[config.mk]
export PLATFORM = sky130hd
export DESIGN_NAME = spi_mem_responder_flat
export DESIGN_NICKNAME = d
export VERILOG_FILES = /design/src/rtl/spi_mem_responder_if.sv /design/src/rtl/spi_mem_responder.sv /design/src/flat_wrapper.sv
export SDC_FILE = /design/constraint.sdc
export NUM_CORES = 1
export LEC_CHECK = 0
export BUFFER_PORTS_ARGS = -buffer_cell sky130_fd_sc_hd__buf_2
export CORE_UTILIZATION = 60
export CTS_CLUSTER_DIAMETER = 60
export DETAILED_ROUTE_END_ITERATION = 12
export PLACE_DENSITY_LB_ADDON = 0.1
export SYNTH_ARGS = -nofsm -noshare
export SYNTH_HDL_FRONTEND = slang
export SYNTH_SLANG_ARGS = --single-unit
export TNS_END_PERCENT = 100
[constraint.sdc]
create_clock -name clk_in -period 3.4 [get_ports clk_in]
set_clock_uncertainty 0.15 [all_clocks]
set_input_delay 0.68 -clock clk_in [delete_from_list [all_inputs] [get_ports clk_in]]
set_output_delay 0.68 -clock clk_in [all_outputs]
set_load 0.03 [all_outputs]
[src/rtl/spi_mem_responder_if.sv]
// spi_mem_responder_if: SPI pins and on-chip memory port of the SPI memory responder
interface spi_mem_responder_if #(parameter int ADDR_W = 16);
  logic              sclk_in;
  logic              cs_n_in;
  logic              mosi_in;
  logic              miso_out;
  logic              miso_oe_out;
  logic [ADDR_W-1:0] mem_addr_out;
  logic              mem_rd_en_out;
  logic              mem_wr_en_out;
  logic [7:0]        mem_wdata_out;
  logic [7:0]        mem_rdata_in;
  logic              mem_rdata_valid_in;
  logic              busy_out;
  logic              cmd_error_out;
  modport slave (
    input  sclk_in, cs_n_in, mosi_in, mem_rdata_in, mem_rdata_valid_in,
    output miso_out, miso_oe_out, mem_addr_out, mem_rd_en_out, mem_wr_en_out,
           mem_wdata_out, busy_out, cmd_error_out
  );
  modport master (
    output sclk_in, cs_n_in, mosi_in, mem_rdata_in, mem_rdata_valid_in,
    input  miso_out, miso_oe_out, mem_addr_out, mem_rd_en_out, mem_wr_en_out,
           mem_wdata_out, busy_out, cmd_error_out
  );
endinterface

[src/rtl/spi_mem_responder.sv]
// spi_mem_responder: oversampled SPI mode-0 slave serving READ 0x03 / WRITE 0x02 from a memory port
module spi_mem_responder #(
  parameter int ADDR_W      = 16,
  parameter int SYNC_STAGES = 2
) (
  input logic clk_in,
  input logic reset_in,
  spi_mem_responder_if.slave bus
);
  typedef enum logic [2:0] {IDLE, CMD, ADDR, RD_DATA, WR_DATA, IGNORE} state_t;
  state_t r_state, w_state;
  logic [SYNC_STAGES-1:0] r_sclk_s, r_cs_s, r_mosi_s;
  logic r_sclk_d;
  logic w_sclk, w_cs_n, w_mosi, w_rise, w_fall, w_have;
  logic [4:0] r_cnt, w_cnt;
  logic [ADDR_W-2:0] r_sh, w_sh;
  logic [ADDR_W-1:0] w_sh_in, r_addr, w_addr, r_maddr, w_maddr;
  logic [7:0] r_buf, w_buf, r_tx, w_tx, r_wdata, w_wdata, w_byte;
  logic r_rd, w_rd, r_bufv, w_bufv, r_miso, w_miso, r_oe, w_oe;
  logic r_rd_en, w_rd_en, r_wr_en, w_wr_en, r_err, w_err;
  assign w_sclk  = r_sclk_s[SYNC_STAGES-1];
  assign w_cs_n  = r_cs_s[SYNC_STAGES-1];
  assign w_mosi  = r_mosi_s[SYNC_STAGES-1];
  assign w_rise  = w_sclk & ~r_sclk_d;
  assign w_fall  = ~w_sclk & r_sclk_d;
  assign w_sh_in = {r_sh, w_mosi};
  assign w_have  = r_bufv | bus.mem_rdata_valid_in;
  assign w_byte  = r_bufv ? r_buf : bus.mem_rdata_in;
  // pin synchronisers; CS resets deasserted so reset release never looks like a select
  always_ff @(posedge clk_in or posedge reset_in)
    if (reset_in) begin
      r_sclk_s <= '0;
      r_cs_s   <= '1;
      r_mosi_s <= '0;
      r_sclk_d <= 1'b0;
    end else begin
      r_sclk_s <= {r_sclk_s[SYNC_STAGES-2:0], bus.sclk_in};
      r_cs_s   <= {r_cs_s[SYNC_STAGES-2:0], bus.cs_n_in};
      r_mosi_s <= {r_mosi_s[SYNC_STAGES-2:0], bus.mosi_in};
      r_sclk_d <= w_sclk;
    end
  // protocol state and registered outputs
  always_ff @(posedge clk_in or posedge reset_in)
    if (reset_in) begin
      r_state <= IDLE;
      r_cnt   <= '0;
      r_sh    <= '0;
      r_addr  <= '0;
      r_maddr <= '0;
      r_buf   <= '0;
      r_tx    <= '0;
      r_wdata <= '0;
      r_rd    <= 1'b0;
      r_bufv  <= 1'b0;
      r_miso  <= 1'b0;
      r_oe    <= 1'b0;
      r_rd_en <= 1'b0;
      r_wr_en <= 1'b0;
      r_err   <= 1'b0;
    end else begin
      r_state <= w_state;
      r_cnt   <= w_cnt;
      r_sh    <= w_sh;
      r_addr  <= w_addr;
      r_maddr <= w_maddr;
      r_buf   <= w_buf;
      r_tx    <= w_tx;
      r_wdata <= w_wdata;
      r_rd    <= w_rd;
      r_bufv  <= w_bufv;
      r_miso  <= w_miso;
      r_oe    <= w_oe;
      r_rd_en <= w_rd_en;
      r_wr_en <= w_wr_en;
      r_err   <= w_err;
    end
  // next state: CS high overrides everything, including a coincident SCLK edge
  always_comb begin
    w_state = r_state;
    w_cnt   = r_cnt;
    w_sh    = r_sh;
    w_addr  = r_addr;
    w_maddr = r_maddr;
    w_buf   = r_buf;
    w_tx    = r_tx;
    w_wdata = r_wdata;
    w_rd    = r_rd;
    w_bufv  = r_bufv;
    w_miso  = r_miso;
    w_oe    = r_oe;
    w_rd_en = 1'b0;
    w_wr_en = 1'b0;
    w_err   = 1'b0;
    if (w_cs_n) begin
      w_state = IDLE;
      w_cnt   = '0;
      w_miso  = 1'b0;
      w_oe    = 1'b0;
      w_bufv  = 1'b0;
    end else
      case (r_state)
        IDLE: begin
          w_state = CMD;
          w_cnt   = '0;
        end
        CMD: if (w_rise) begin
          w_sh  = w_sh_in[ADDR_W-2:0];
          w_cnt = r_cnt + 5'd1;
          if (r_cnt == 5'd7) begin
            w_cnt   = '0;
            w_rd    = w_sh_in[7:0] == 8'h03;
            w_state = (w_sh_in[7:0] == 8'h03 || w_sh_in[7:0] == 8'h02) ? ADDR : IGNORE;
            w_err   = w_sh_in[7:0] != 8'h03 && w_sh_in[7:0] != 8'h02;
          end
        end
        ADDR: if (w_rise) begin
          w_sh  = w_sh_in[ADDR_W-2:0];
          w_cnt = r_cnt + 5'd1;
          if (r_cnt == 5'd23) begin
            w_cnt   = '0;
            w_addr  = w_sh_in;
            w_maddr = r_rd ? w_sh_in : r_maddr;
            w_rd_en = r_rd;
            w_bufv  = 1'b0;
            w_state = r_rd ? RD_DATA : WR_DATA;
          end
        end
        RD_DATA: begin
          if (bus.mem_rdata_valid_in) begin
            w_buf  = bus.mem_rdata_in;
            w_bufv = 1'b1;
          end
          if (w_fall) begin
            w_oe = 1'b1;
            if (r_cnt[2:0] == 3'd0) begin
              w_miso = w_have & w_byte[7];
              w_tx   = w_have ? {w_byte[6:0], 1'b0} : 8'h00;
              w_bufv = 1'b0;
              w_err  = ~w_have;
            end else begin
              w_miso = r_tx[7];
              w_tx   = {r_tx[6:0], 1'b0};
            end
          end
          if (w_rise) begin
            w_cnt = (r_cnt == 5'd7) ? 5'd0 : r_cnt + 5'd1;
            if (r_cnt == 5'd7) begin
              w_addr  = r_addr + 1'b1;
              w_maddr = r_addr + 1'b1;
              w_rd_en = 1'b1;
            end
          end
        end
        WR_DATA: if (w_rise) begin
          w_sh  = w_sh_in[ADDR_W-2:0];
          w_cnt = (r_cnt == 5'd7) ? 5'd0 : r_cnt + 5'd1;
          if (r_cnt == 5'd7) begin
            w_wr_en = 1'b1;
            w_wdata = w_sh_in[7:0];
            w_maddr = r_addr;
            w_addr  = r_addr + 1'b1;
          end
        end
        IGNORE: ;
        default: w_state = IDLE;
      endcase
  end
  assign bus.miso_out      = r_miso;
  assign bus.miso_oe_out   = r_oe;
  assign bus.mem_addr_out  = r_maddr;
  assign bus.mem_rd_en_out = r_rd_en;
  assign bus.mem_wr_en_out = r_wr_en;
  assign bus.mem_wdata_out = r_wdata;
  assign bus.busy_out      = r_state != IDLE;
  assign bus.cmd_error_out = r_err;
endmodule

[src/flat_wrapper.sv]
// flat-port wrapper written by rule: the top's interface ports become plain ports
module spi_mem_responder_flat 
#(
  parameter int ADDR_W      = 16,
  parameter int SYNC_STAGES = 2
)
  (clk_in, reset_in, bus_sclk_in, bus_cs_n_in, bus_mosi_in, bus_mem_rdata_in, bus_mem_rdata_valid_in, bus_miso_out, bus_miso_oe_out, bus_mem_addr_out, bus_mem_rd_en_out, bus_mem_wr_en_out, bus_mem_wdata_out, bus_busy_out, bus_cmd_error_out);
  spi_mem_responder_if #(.ADDR_W(ADDR_W)) bus_i ();
  input logic clk_in;
  input logic reset_in;
  input wire logic [$bits(bus_i.sclk_in)-1:0] bus_sclk_in;
  input wire logic [$bits(bus_i.cs_n_in)-1:0] bus_cs_n_in;
  input wire logic [$bits(bus_i.mosi_in)-1:0] bus_mosi_in;
  input wire logic [$bits(bus_i.mem_rdata_in)-1:0] bus_mem_rdata_in;
  input wire logic [$bits(bus_i.mem_rdata_valid_in)-1:0] bus_mem_rdata_valid_in;
  output wire logic [$bits(bus_i.miso_out)-1:0] bus_miso_out;
  output wire logic [$bits(bus_i.miso_oe_out)-1:0] bus_miso_oe_out;
  output wire logic [$bits(bus_i.mem_addr_out)-1:0] bus_mem_addr_out;
  output wire logic [$bits(bus_i.mem_rd_en_out)-1:0] bus_mem_rd_en_out;
  output wire logic [$bits(bus_i.mem_wr_en_out)-1:0] bus_mem_wr_en_out;
  output wire logic [$bits(bus_i.mem_wdata_out)-1:0] bus_mem_wdata_out;
  output wire logic [$bits(bus_i.busy_out)-1:0] bus_busy_out;
  output wire logic [$bits(bus_i.cmd_error_out)-1:0] bus_cmd_error_out;
  assign bus_i.sclk_in = bus_sclk_in;
  assign bus_i.cs_n_in = bus_cs_n_in;
  assign bus_i.mosi_in = bus_mosi_in;
  assign bus_i.mem_rdata_in = bus_mem_rdata_in;
  assign bus_i.mem_rdata_valid_in = bus_mem_rdata_valid_in;
  assign bus_miso_out = bus_i.miso_out;
  assign bus_miso_oe_out = bus_i.miso_oe_out;
  assign bus_mem_addr_out = bus_i.mem_addr_out;
  assign bus_mem_rd_en_out = bus_i.mem_rd_en_out;
  assign bus_mem_wr_en_out = bus_i.mem_wr_en_out;
  assign bus_mem_wdata_out = bus_i.mem_wdata_out;
  assign bus_busy_out = bus_i.busy_out;
  assign bus_cmd_error_out = bus_i.cmd_error_out;
  spi_mem_responder #(.ADDR_W(ADDR_W), .SYNC_STAGES(SYNC_STAGES)) u_core (.clk_in(clk_in), .reset_in(reset_in), .bus(bus_i));
endmodule
==> impl_metrics.py <==
metrics = {
    "run_status": {
        "status": "finished clean",
    },
    "sta": {
        "fin_tns_setup_ps": 0,
        "rsz0062_at_grt": "false",
        "drv_slew": 0,
        "tightest_slew_ps": 1094,
        "setup_viol": 0,
        "fin_crit_sh_pct": 79.14,
        "slew_headroom_pct": 26.83,
        "fin_crit_ps": 2691,
        "final_hold_viol_count": 0,
        "clock.fmax_ghz": 0.3716,
    },
    "synthesis": {
        "yosysUniqueCellTypes": 63,
        "async_flop_share_pct": 100.0,
        "synth_seq_cells": 92,
        "synth.area.top_cells": "dfrtp_1 44%, mux2_2 8.1%, nand2_1 4.3%, o21ai_0 3.7%, a21oi_1 3.3%",
        "ys_warn_count": 0,
        "syn-instance-count": 532,
        "yosys_most_used_dff": "dfrtp_1",
        "syn_nets": 549,
        "synth_largest_area_cell": "dfrtp_1",
        "synth-edff-count": 0,
        "syn_area_mm2": 0.005115,
        "synth_seq_area_share_pct": 45.06,
        "synth_top_area_share_pct": 44.03,
        "avgSynthCellArea_um2": 9.614,
    },
    "power_and_ir_drop": {
        "p_per_area_mw_per_mm2": 740.7,
        "switching_share_pct": 40.52,
        "intPower_mw": 2.478,
        "p_seq_share_pct": 40.7,
        "p_leak_nw": 2.505,
        "p_comb_share_pct": 39.3,
        "pwr-share-clk_pct": 20.0,
        "vdd_drop_max_mv": 0.3257,
        "switchingPower_mw": 1.688,
    },
    "floorplan": {
        "num_io_pins": 44,
        "fp.dieH_um": 94.33,
        "start_util_pct": 62.25,
        "die_w_um": 94.33,
        "coreArea_mm2": 0.008217,
        "fp.dieArea_mm2": 0.008898,
        "fp-row-count": 33,
    },
    "worst_setup_path": {
        "crit_path_end_kind": "flop",
        "reg2reg_from": "u_core.r_state[1]$_DFFE_PP0P_",
        "slowest_delay_ps": 600,
        "critPathLaunchType": "flop",
        "r2r_slack_ps": 710,
        "crit_path_start": "u_core.r_state[1]$_DFFE_PP0P_",
        "crit_slowest_cell": "or3b_1",
        "r2r-end": "u_core.bus.mem_addr_out[8]$_DFFE_PP0P_",
        "path_max_fanout": 21,
        "path_cells": "or3b_1 > a21oi_4 > buf_4 > o2bb2ai_4 > buf_12 > mux2_2",
        "arrival_ps": 2790,
        "crit_required_ps": 3490,
        "path_class": "flop to flop",
        "r2r.worst_path.cells": 6,
    },
    "run": {
        "cap_violations": 0,
    },
    "global_route": {
        "grt_antenna_before_repair": 0,
        "grt_overflow_total": 0,
        "busiest_layer": "met2",
        "grt_pass1_wl_mm": 19.78,
        "grtUsageMet3_pct": 4.267,
        "gr-usage-met1_pct": 40.38,
        "track_usage_pct": 28.94,
        "met2_usage_pct": 45.59,
        "grt_max_degree": 62,
        "grt_pass1_vias": 4081,
    },
    "placed_design": {
        "place_congestion": 0.8903,
        "place_area_mm2": 0.005401,
        "dp_cells": 657,
        "dp_hpwl_mm": 8.424,
        "io_buffers": 43,
    },
    "min_path": {
        "hold_end": "u_core.r_cs_s[1]$_DFF_PP1_",
        "min_path_type": "flop to flop",
        "hold-path-cell-count": 0,
        "min_from": "u_core.r_cs_s[0]$_DFF_PP1_",
    },
    "layout": {
        "seqCellArea_mm2": 0.002305,
        "multi_input_area_mm2": 0.002567,
        "finalNetCount": 580,
        "area_delta_synth_final_pct": 9.981,
        "fin_area_mm2": 0.005625,
        "stdcell_count": 673,
        "num_antenna_cells": 0,
        "fill_cells": 654,
        "post-route-util_pct": 68.46,
        "drive_gt1_share_pct": 24.30,
    },
    "route": {
        "dr.pass1.iters": 5,
        "vias_per_cell": 6.351,
        "wl_mm": 12.30,
        "drt_iter0_drc": 306,
        "drtAntennaViolNets": 0,
        "remaining_drc_errors": 0,
        "vias": 4274,
        "routedWlPerCell_um": 18.27,
    },
    "clock_tree": {
        "cts-root-buf": "clkbuf_8",
        "cts_hold_buf": 0,
        "cts_tree": "done",
        "htree_levels": 3,
        "numCtsBuffers": 9,
        "postCtsSetupBuffers": 0,
        "clkSinkCount": 92,
        "ctsResizeCount": 0,
        "path_clk_slew_ps": 90,
        "clk_latency_ps": 360,
        "clockBufferDepth": 2,
    },
}
cells by family (layout without fill, tap and decap cells):
| group | count (synthesis) | in the layout | synth area share [%] |
|---|---|---|---|
| flops | 92 | 92 | 45.06 |
| xor+xnor | 15 | 15 | 2.569 |
| mux | 49 | 49 | 11.18 |
| compound gates | 154 | 154 | 19.42 |
| simple gates | 166 | 166 | 16.10 |
| buf+inv | 52 | 88 | 4.745 |
| fa+ha+maj | 4 | 4 | 0.9296 |
routing by layer:
layer	wire [um]	vias up
met5	0	-
met4	318	0
met3	902	29
met2	5705	192
met1	5370	2061
li1	-	1992
worst max-delay path: cells and delay by family, from the launching register on:
family / cells / cell delay, ps
compound gates: 2 / 490
buf+inv: 2 / 470
flops: 1 / 530
mux: 1 / 320
simple gates: 1 / 600
placed cells by master, fill, tap and decap left out, types with 3 or more instances in the layout:
master,n
o211ai_1,10
a22o_1,5
mux2i_1,5
nand3_1,15
o22ai_1,18
mux2_2,37
clkbuf_8,10
nor2b_1,4
o21ai_0,38
a22oi_1,6
dfrtp_1,90
inv_1,12
a31oi_1,17
a21oi_1,34
nand3b_1,6
nand4_1,5
o31ai_1,3
and3_1,3
nand2b_1,6
ha_1,3
or3b_1,3
nor3_1,12
buf_2,43
buf_4,15
or2_2,5
xor2_1,7
mux2_4,7
a211oi_1,3
xnor2_1,8
nor4_1,3
nand2_1,58
a31o_2,3
nor2_1,31
area by class of cell:
type | count | area share [%]
inverters | 13 | 0.8897
flip-flops and latches | 92 | 40.97
well taps | 105 | 2.335
multi-input cells | 388 | 45.64
clock inverters | 5 | 1.468
repair buffers | 59 | 6.183
clock buffers | 11 | 2.513
through the flow:
| stage | power [mW] | setup WS, ps | hold slack, ps |
|---|---|---|---|
| 6_report | 4.167 | 709.2 | 211.1 |
| 5_1_grt | 4.396 | 626.7 | 218.8 |
| 4_1_cts | 4.149 | 734.0 | 211.3 |
| 3_5_place_dp | 3.316 | 745.4 | 197.0 |
| 3_3_place_gp | 3.259 | 809.8 | 188.2 |
| 2_1_floorplan | 2.878 | 181.3 | 181.2 |
power by group through the flow:
stage,Clock [mW],Sequential [mW],Combinational [mW]
after floorplan,0,1.70,1.17
after global placement,0,1.69,1.57
after detailed placement,0,1.70,1.62
after CTS,0.839,1.68,1.63
after global routing,0.885,1.73,1.78
final,0.835,1.70,1.64
worst max path at each step:
| stage | end | slack [ps] |
|---|---|---|
| 2_1_floorplan | u_core.bus.cmd_error_out$_DFF_PP0_ | 180 |
| 4_1_cts | u_core.bus.mem_addr_out[12]$_DFFE_PP0P_ | 730 |
| 5_1_grt | u_core.r_addr[3]$_DFFE_PP0P_ | 630 |
| 3_3_place_gp | u_core.bus.mem_addr_out[13]$_DFFE_PP0P_ | 810 |
| 3_5_place_dp | u_core.bus.mem_addr_out[12]$_DFFE_PP0P_ | 750 |
| 6_report | u_core.bus.mem_addr_out[8]$_DFFE_PP0P_ | 710 |
registers in the layout (all words and copies together), names as in the netlist, 3 cells and up:
name                      count
u_core.bus.mem_addr_out      16
u_core.r_addr                16
u_core.r_sh                  15
u_core.bus.mem_wdata_out      8
u_core.r_buf                  8
u_core.r_tx                   7
u_core.r_cnt                  5
u_core.r_state                3
cell usage after synthesis (all sizes together) (6+ instances only):
cell type	instances
a22oi	6
a21oi	35
buf	20
o22ai	18
xnor2	8
dfrtp	90
xor2	7
clkbuf	19
nand3b	7
nand3	16
nand2b	6
nor3	13
inv	13
nor2	31
o211ai	10
a31oi	18
or2	7
mux2	44
o21ai	38
nand2	60
(Power assumes the default switching activity.)
